<file path="src/rtl/gray_pkg.sv">
// Shared constants and types for the Gray-coded switch capture path.
// The downstream decoder imports GRAY_W from here so both stages agree on width.
package gray_pkg;

  localparam int GRAY_W = 4;

  typedef enum logic [1:0] {
    IDLE   = 2'd0,
    COUNT  = 2'd1,
    COMMIT = 2'd2
  } gray_state_e;

  // True when a and b differ in exactly one bit position.
  function automatic logic single_bit_change(input logic [GRAY_W-1:0] a,
                                             input logic [GRAY_W-1:0] b);
    logic [GRAY_W-1:0] d;
    d = a ^ b;
    return (d != '0) && ((d & (d - GRAY_W'(1))) == '0);
  endfunction

endpackage

</file>
<file path="src/rtl/sync_2ff.sv">
// Two-flop synchronizer for a bus of quasi-static asynchronous inputs.
// Bits are synchronized independently; the debouncer downstream absorbs skew between them.
module sync_2ff #(
  parameter int W = 1
) (
  input  logic         clk,
  input  logic         rst_n,
  input  logic [W-1:0] d,
  output logic [W-1:0] q
);

  logic [W-1:0] meta;

  always_ff @(posedge clk or negedge rst_n) begin
    if (!rst_n) begin
      meta <= '0;
      q    <= '0;
    end else begin
      meta <= d;
      q    <= meta;
    end
  end

endmodule

</file>
<file path="src/rtl/gray_input_capture.sv">
// Debounces a bouncing Gray-coded switch input and flags non-single-bit code steps.
// gray_valid is a one-cycle strobe with no backpressure: the consumer must take gray_code when it is high.
module gray_input_capture
  import gray_pkg::*;
#(
  parameter int DEBOUNCE_CYCLES = 270000
) (
  input  logic              clk,
  input  logic              rst_n,
  input  logic [GRAY_W-1:0] gray_raw,
  input  logic              err_clear,
  output logic [GRAY_W-1:0] gray_code,
  output logic              gray_valid,
  output logic              gray_error,
  output gray_state_e       state_dbg
);

  localparam int              CNT_W    = $clog2(DEBOUNCE_CYCLES);
  localparam logic [CNT_W-1:0] CNT_LAST = CNT_W'(DEBOUNCE_CYCLES - 1);

  logic [GRAY_W-1:0] sync;
  gray_state_e       state, state_n;
  logic [GRAY_W-1:0] candidate, candidate_n;
  logic [CNT_W-1:0]  cnt, cnt_n;
  logic [GRAY_W-1:0] code_n;
  logic              valid_n, error_n;

  sync_2ff #(.W(GRAY_W)) u_sync (
    .clk   (clk),
    .rst_n (rst_n),
    .d     (gray_raw),
    .q     (sync)
  );

  always_ff @(posedge clk or negedge rst_n) begin
    if (!rst_n) begin
      state      <= IDLE;
      candidate  <= '0;
      cnt        <= '0;
      gray_code  <= '0;
      gray_valid <= 1'b0;
      gray_error <= 1'b0;
    end else begin
      state      <= state_n;
      candidate  <= candidate_n;
      cnt        <= cnt_n;
      gray_code  <= code_n;
      gray_valid <= valid_n;
      gray_error <= error_n;
    end
  end

  always_comb begin
    state_n     = state;
    candidate_n = candidate;
    cnt_n       = cnt;
    code_n      = gray_code;
    valid_n     = 1'b0;
    error_n     = err_clear ? 1'b0 : gray_error;

    unique case (state)
      IDLE: begin
        if (sync != gray_code) begin
          candidate_n = sync;
          cnt_n       = '0;
          state_n     = COUNT;
        end
      end
      COUNT: begin
        if (sync == candidate) begin
          if (cnt == CNT_LAST) begin
            state_n = COMMIT;
            code_n  = candidate;
            valid_n = 1'b1;
            // Setting the error wins over a same-cycle clear request.
            if (!single_bit_change(candidate, gray_code)) error_n = 1'b1;
          end else begin
            cnt_n = cnt + CNT_W'(1);
          end
        end else if (sync == gray_code) begin
          state_n = IDLE;
        end else begin
          candidate_n = sync;
          cnt_n       = '0;
        end
      end
      COMMIT: state_n = IDLE;
      default: state_n = IDLE;
    endcase
  end

  assign state_dbg = state;

endmodule

</file>
<file path="config.mk">
export PLATFORM = sky130hd
export DESIGN_NAME = gray_input_capture
export DESIGN_NICKNAME = d
export VERILOG_FILES = /design/src/rtl/gray_pkg.sv /design/src/rtl/sync_2ff.sv /design/src/rtl/gray_input_capture.sv
export SDC_FILE = /design/constraint.sdc
export NUM_CORES = 1
export LEC_CHECK = 0
export ABC_AREA = 0
export ABC_CLOCK_PERIOD_IN_PS = 2100
export BUFFER_PORTS_ARGS = -buffer_cell sky130_fd_sc_hd__buf_2
export CORE_AREA = 2 2 72 57
export CTS_CLUSTER_SIZE = 10
export DETAILED_ROUTE_END_ITERATION = 6
export DIE_AREA = 0 0 74 59
export GPL_TIMING_DRIVEN = 1
export HOLD_SLACK_MARGIN = 0.05
export PLACE_DENSITY = 0.72
export SLEW_MARGIN = 20
export SYNTH_ARGS = -nofsm -noshare
export SYNTH_HDL_FRONTEND = slang
export SYNTH_SLANG_ARGS = --single-unit
export TNS_END_PERCENT = 30
</file>
<file path="constraint.sdc">
create_clock -name clk -period 2.1 [get_ports clk]
set_input_delay 0.105 -clock clk [delete_from_list [all_inputs] [get_ports clk]]
set_output_delay 0.105 -clock clk [all_outputs]
set_load 0.01 [all_outputs]
</file>
# After elaboration in Yosys (flattened, before gate mapping)
# Index checks and enable logic that the tools add are counted.
[classes]
add_sub_neg = 2
eq_ne = 12
mux = 22
bitwise_logic = 2
n_reduce_logical = 9
[ops]
columns = ["operator", "count"]
rows = [
  ["$mux W19", 4],
  ["$pmux W19 S2", 1],
  ["$add A19 B1 Y19 const B", 1],
  ["$eq A19 B19 Y1 const B", 1],
  ["$mux W4", 3],
  ["$ne A3 B3 Y1 const B", 4],
  ["$eq A4 B4 Y1", 2],
  ["$mux W1", 8],
  ["$mux W2", 4],
  ["$pmux W4 S2", 1],
  ["$reduce_and A4 Y1", 2],
  ["$ne A2 B2 Y1 const B", 3],
  ["$reduce_and A3 Y1", 2],
  ["$and A4 B4 Y4", 1],
  ["$logic_not A4 Y1", 1],
  ["$ne A4 B4 Y1", 1],
  ["$pmux W2 S2", 1],
  ["$reduce_bool A4 Y1", 1],
  ["$sub A4 B1 Y4 const B", 1],
  ["$xor A4 B4 Y4", 1],
  ["$eq A2 B1 Y1 const B", 1],
  ["$logic_not A2 Y1", 1],
  ["$reduce_bool A2 Y1", 1],
  ["$logic_and A1 B1 Y1", 1],
]
[totals]
register_bits = 39
inputBits = 7
output_inout_bits = 8
elab_cells = 55

# Longest topological paths before layout
[depth]
depth_word = 9
mapped_depth = 7
mapped_depth_nobuf = 6

# Cells and area by module
# From an unflattened synthesis, not the netlist that was laid out.
[hier_totals]
cells_unflattened = 191
area_unflattened_um2 = 1973.1
[by_module_without_submodules]
columns = ["module", "instances", "cells_each", "area_per_inst_um2"]
rows = [
  ["gray_input_capture", 1, 183, 1773.0],
  ["sync_2ff", 1, 8, 200.2],
]

# Least setup slack after synthesis
# No wires, ideal clock.
[synth_timing]
path_type = "register to register"
from = "register candidate[3]"
to = "register gray_code[0]"
setup_ps = 125
t_arrival_ps = 1773
slack_ps = 202
stages_incl_launch_ff = 6
path_buffers = 0
synth_period_minus_slack_ps = 1898
path_cell_list = "dfrtp_1 > xnor2_1 > nand3_1 > or2_2 > nor3_2 > mux2_2"
[synth_via]
elab_chain_len = 2
[synth_rtl]
columns = ["item", "line_no", "source"]
rows = [
  ["start, declared", "gray_input_capture.sv:23", "logic [GRAY_W-1:0] candidate, candidate_n;"],
  ["start signal, assigned", "gray_input_capture.sv:45", "candidate <= candidate_n;"],
  ["$eq A4 B4 Y1", "gray_input_capture.sv:70", "if (sync == candidate) begin"],
  ["$reduce_and A3 Y1 (no line)", "-", ""],
  ["end signal, assigned", "gray_input_capture.sv:47", "gray_code <= code_n;"],
  ["end, declared", "gray_input_capture.sv:12", "output logic [GRAY_W-1:0] gray_code,"],
]
# Every way passes these cells.
# A chain may end at the register's enable or synchronous reset.

# Worst setup path in the final report
[layout_timing]
from = "register cnt[0]"
to = "register cnt[11]"
[layout_via]
elab_chain_len = 4
elab_cells_between_ends = 7
[layout_rtl]
columns = ["item", "line_no", "source"]
rows = [
  ["start, declared", "gray_input_capture.sv:24", "logic [CNT_W-1:0] cnt, cnt_n;"],
  ["start signal, assigned", "gray_input_capture.sv:46", "cnt <= cnt_n;"],
  ["$add A19 B1 Y19", "gray_input_capture.sv:78", "cnt_n = cnt + CNT_W'(1);"],
  ["$mux W19", "gray_input_capture.sv:71", "if (cnt == CNT_LAST) begin"],
  ["$mux W19", "gray_input_capture.sv:70", ""],
  ["$pmux W19 S2", "gray_input_capture.sv:61", "unique case (state)"],
]
# Parallel ways exist; a longest one is shown, timed or not. The select of a mux whose other input is x is not followed.

==> flow_summary.yaml <==
status:
  run_status: "finished clean"
worst_setup_path:
  required_ns: 2.31
  category_of_the_worst_setup_path_capture_point: "flip-flop"
  arrival_ns: 2.18
  crit_path_start: "cnt[0]"
  worst-path-max-fanout: 12
  critPathKind: "reg -> reg"
  startpoint_type_of_the_worst_setup_path: "flip-flop"
  r2r_start: "cnt[0]"
place:
  finalWeightedCongestion: 0.805
  dpl-instance-area_um2: 2100
  place.port_buffers: 14
  pre_cts_slack_ns: 0.108
  dp.final_hpwl_mm: 2.97
synth:
  postSynthNetCount: 196
  synthDistinctLibCells: 40
  seq_area_frac_synth: 0.502
  yosysMostFrequentCell: "sky130_fd_sc_hd__dfrtp_1"
  synthesis.instances: 188
  ys.flop_type: "sky130_fd_sc_hd__dfrtp_1"
  syn_avg_cell_area_um2: 10.3
  async_reset_ff_frac: 1.00
  synth-edff-count: 0
  synth_common_cells: "39 x sky130_fd_sc_hd__dfrtp_1, 25 x sky130_fd_sc_hd__nand2_1, 14 x sky130_fd_sc_hd__or4_1"
  synth.top_cell.area_share: 0.502
  postSynthRegisterBits: 39
  ys_top_cells_by_area: "sky130_fd_sc_hd__dfrtp_1 50%, sky130_fd_sc_hd__or4_1 5.4%, sky130_fd_sc_hd__xnor2_1 5.4%, sky130_fd_sc_hd__nand2_1 4.8%, sky130_fd_sc_hd__o31ai_1 4.6%"
  yosysTopAreaCell: "sky130_fd_sc_hd__dfrtp_1"
  ys.warnings.count: 0
  syn-cell-area_um2: 1950
global_routing:
  grt_total_usage: 0.223
  via_count_of_the_first_global_routing_pass: 1534
  grt_first_pass_wirelength_mm: 7.26
  grt_max_degree: 40
  grt_antenna_before_repair: 0
  grt_remaining_overflow: 0
run:
  drv_cap: 0
timing:
  report.final.hold_viol_count: 0
  setup-violations-final: 0
  clock-skew-final_ns: 0.00843
  slew-limit-headroom: 0.428
  worst_hold_slack_ns: 0.109
  min_period_ns: 1.96
  timing.final.crit_share: 0.935
  slew_limit_fails: 0
  rsz0062_at_grt: "false"
  final.setup.tns_ns: 0
  worst-slew-pin-transition_ns: 0.857
  worst_slack_ns: 0.136
  max_clock_freq_ghz: 0.509
cells_and_area:
  post_route_cells_drive_above_1_share: 0.198
  stdcell_area_um2: 2280
  antenna_cells: 0
  layout-area-overhead-vs-synth_pct: 17.4
  fin_nets: 224
pwr:
  worst_ir_drop_vdd_mv: 0.479
  power.total_mw: 1.60
  power_density_nw_per_um2: 700
  cellLeakagePower_nw: 0.927
clock_network:
  clockRootBuffer: "sky130_fd_sc_hd__clkbuf_8"
  clock_slew_seen_by_the_registers_of_the_worst_setup_and_hold_paths_ns: 0.08
  clkSinkCount: 39
  cts.path.max_buffers: 2
  cts_inserted_buffers: 5
  clkLatencyLatePin_ns: 0.29
  ctsHtreeMaxLevel: 2
  clock_tree_from_tritoncts: "yes"
floorplan:
  floorplan.die_area_um2: 4370
  start_util: 0.542
  io_pins: 15
  area_of_the_core_um2: 3590
  die_width_um: 74
  die_height_um: 59
  row_count: 19
route:
  drt_first_pass_iters: 4
  detailed_route_via_count: 1580
  drt_drc_violations_left: 0
  post_drt_via_cell_ratio: 5.87
  dr.first_iter.drc_count: 171
  route.detailed.wl_per_inst_um: 15.7
  drtAntennaViolNets: 0
  drt-total-wl_mm: 4.21
worst_hold_path:
  min-delay-start: "err_clear"
  worst_hold_path_type: "in -> reg"
==> state kept, by name (all words and copies together), names as in the netlist <==
name         flops
cnt             19
candidate        4
gray_code        4
u_sync.meta      4
u_sync.q         4
state_dbg        2
gray_error       1
gray_valid       1
==> layer usage <==
| metal | wire (um) | track usage | up-vias |
|---|---|---|---|
| li1 | - | - | 758 |
| met1 | 2010 | 0.330 | 767 |
| met2 | 1930 | 0.330 | 50 |
| met3 | 239 | 0.0459 | 5 |
| met4 | 38 | 0.0753 | 0 |
| met5 | 0 | 0 | - |
==> cells by family after synthesis <==
kind of cell,Yosys count,share of synthesized area
and+or+nand+nor,79,0.235
DFF,39,0.502
AOI/OAI and AO/OA,38,0.135
xor gates and xnor gates,13,0.0585
buffers and inverters,12,0.0302
muxes,6,0.0334
adders and majority gates,1,0.00643
==> final cells by class <==
| cell class | instances | area (um2) |
|---|---|---|
| fillers | 283 | 1310 |
| flip-flops and latches | 39 | 976 |
| multi-input cells | 137 | 923 |
| repair buffers | 27 | 180 |
| clock buffers | 6 | 82.6 |
| well taps | 52 | 65.1 |
| clock inverters | 2 | 35.0 |
| inverters | 6 | 22.5 |
==> worst max-delay path, stage by stage (launching register included) <==
cell	delay (ns)
sky130_fd_sc_hd__dfrtp_1	0.42
sky130_fd_sc_hd__ha_1	0.25
sky130_fd_sc_hd__and4_1	0.25
sky130_fd_sc_hd__nand3_1	0.11
sky130_fd_sc_hd__nor4_2	0.06
sky130_fd_sc_hd__buf_4	0.17
sky130_fd_sc_hd__or4_1	0.47
sky130_fd_sc_hd__a21oi_1	0.16
==> stage by stage <==
step           utilization  std cells
2_1_floorplan            -        188
3_3_place_gp         0.586        256
3_5_place_dp         0.586        256
4_1_cts              0.633        269
5_1_grt              0.636        269
6_report             0.636        269
==> timing repair <==
item / in CTS / in global routing
buffers inserted: 0 / 0
hold endpoints to repair: 43 / 0
hold buffers: 5 / 0
setup endpoints to repair: 0 / 13
gates resized for setup: 0 / 2
==> layout by cell type, fill, tap and decap left out, types with 6 or more instances in the layout <==
cell                       count
sky130_fd_sc_hd__a21oi_1      13
sky130_fd_sc_hd__buf_2        14
sky130_fd_sc_hd__buf_4         8
sky130_fd_sc_hd__clkbuf_8      6
sky130_fd_sc_hd__dfrtp_1      39
sky130_fd_sc_hd__inv_1         6
sky130_fd_sc_hd__nand2_1      25
sky130_fd_sc_hd__nand3_1      12
sky130_fd_sc_hd__o31ai_1      12
sky130_fd_sc_hd__or4_1        14
sky130_fd_sc_hd__xnor2_1      12
==> report_power, final <==
part | switching (mW) | leakage [nW] | internal, mW | total, mW
Clock | 0.265 | 0.0612 | 0.384 | 0.649
Combinational | 0.0908 | 0.354 | 0.0673 | 0.158
Sequential | 0.0214 | 0.513 | 0.771 | 0.792
==> worst paths after layout <==
| kind | depth (start not counted) | to | slack, ns |
|---|---|---|---|
| worst max-delay path | 7 | cnt[11] | 0.14 |
| worst min-delay path | 3 | gray_error | 0.11 |
| worst max register to register | 7 | cnt[11] | 0.14 |
| worst min register to register | 0 | u_sync.q[0] | 0.36 |
| max in group asynchronous | 2 | cnt[17] | 1.10 |
| min in group asynchronous | 2 | cnt[16] | 0.46 |
(Power assumes the default switching activity.)
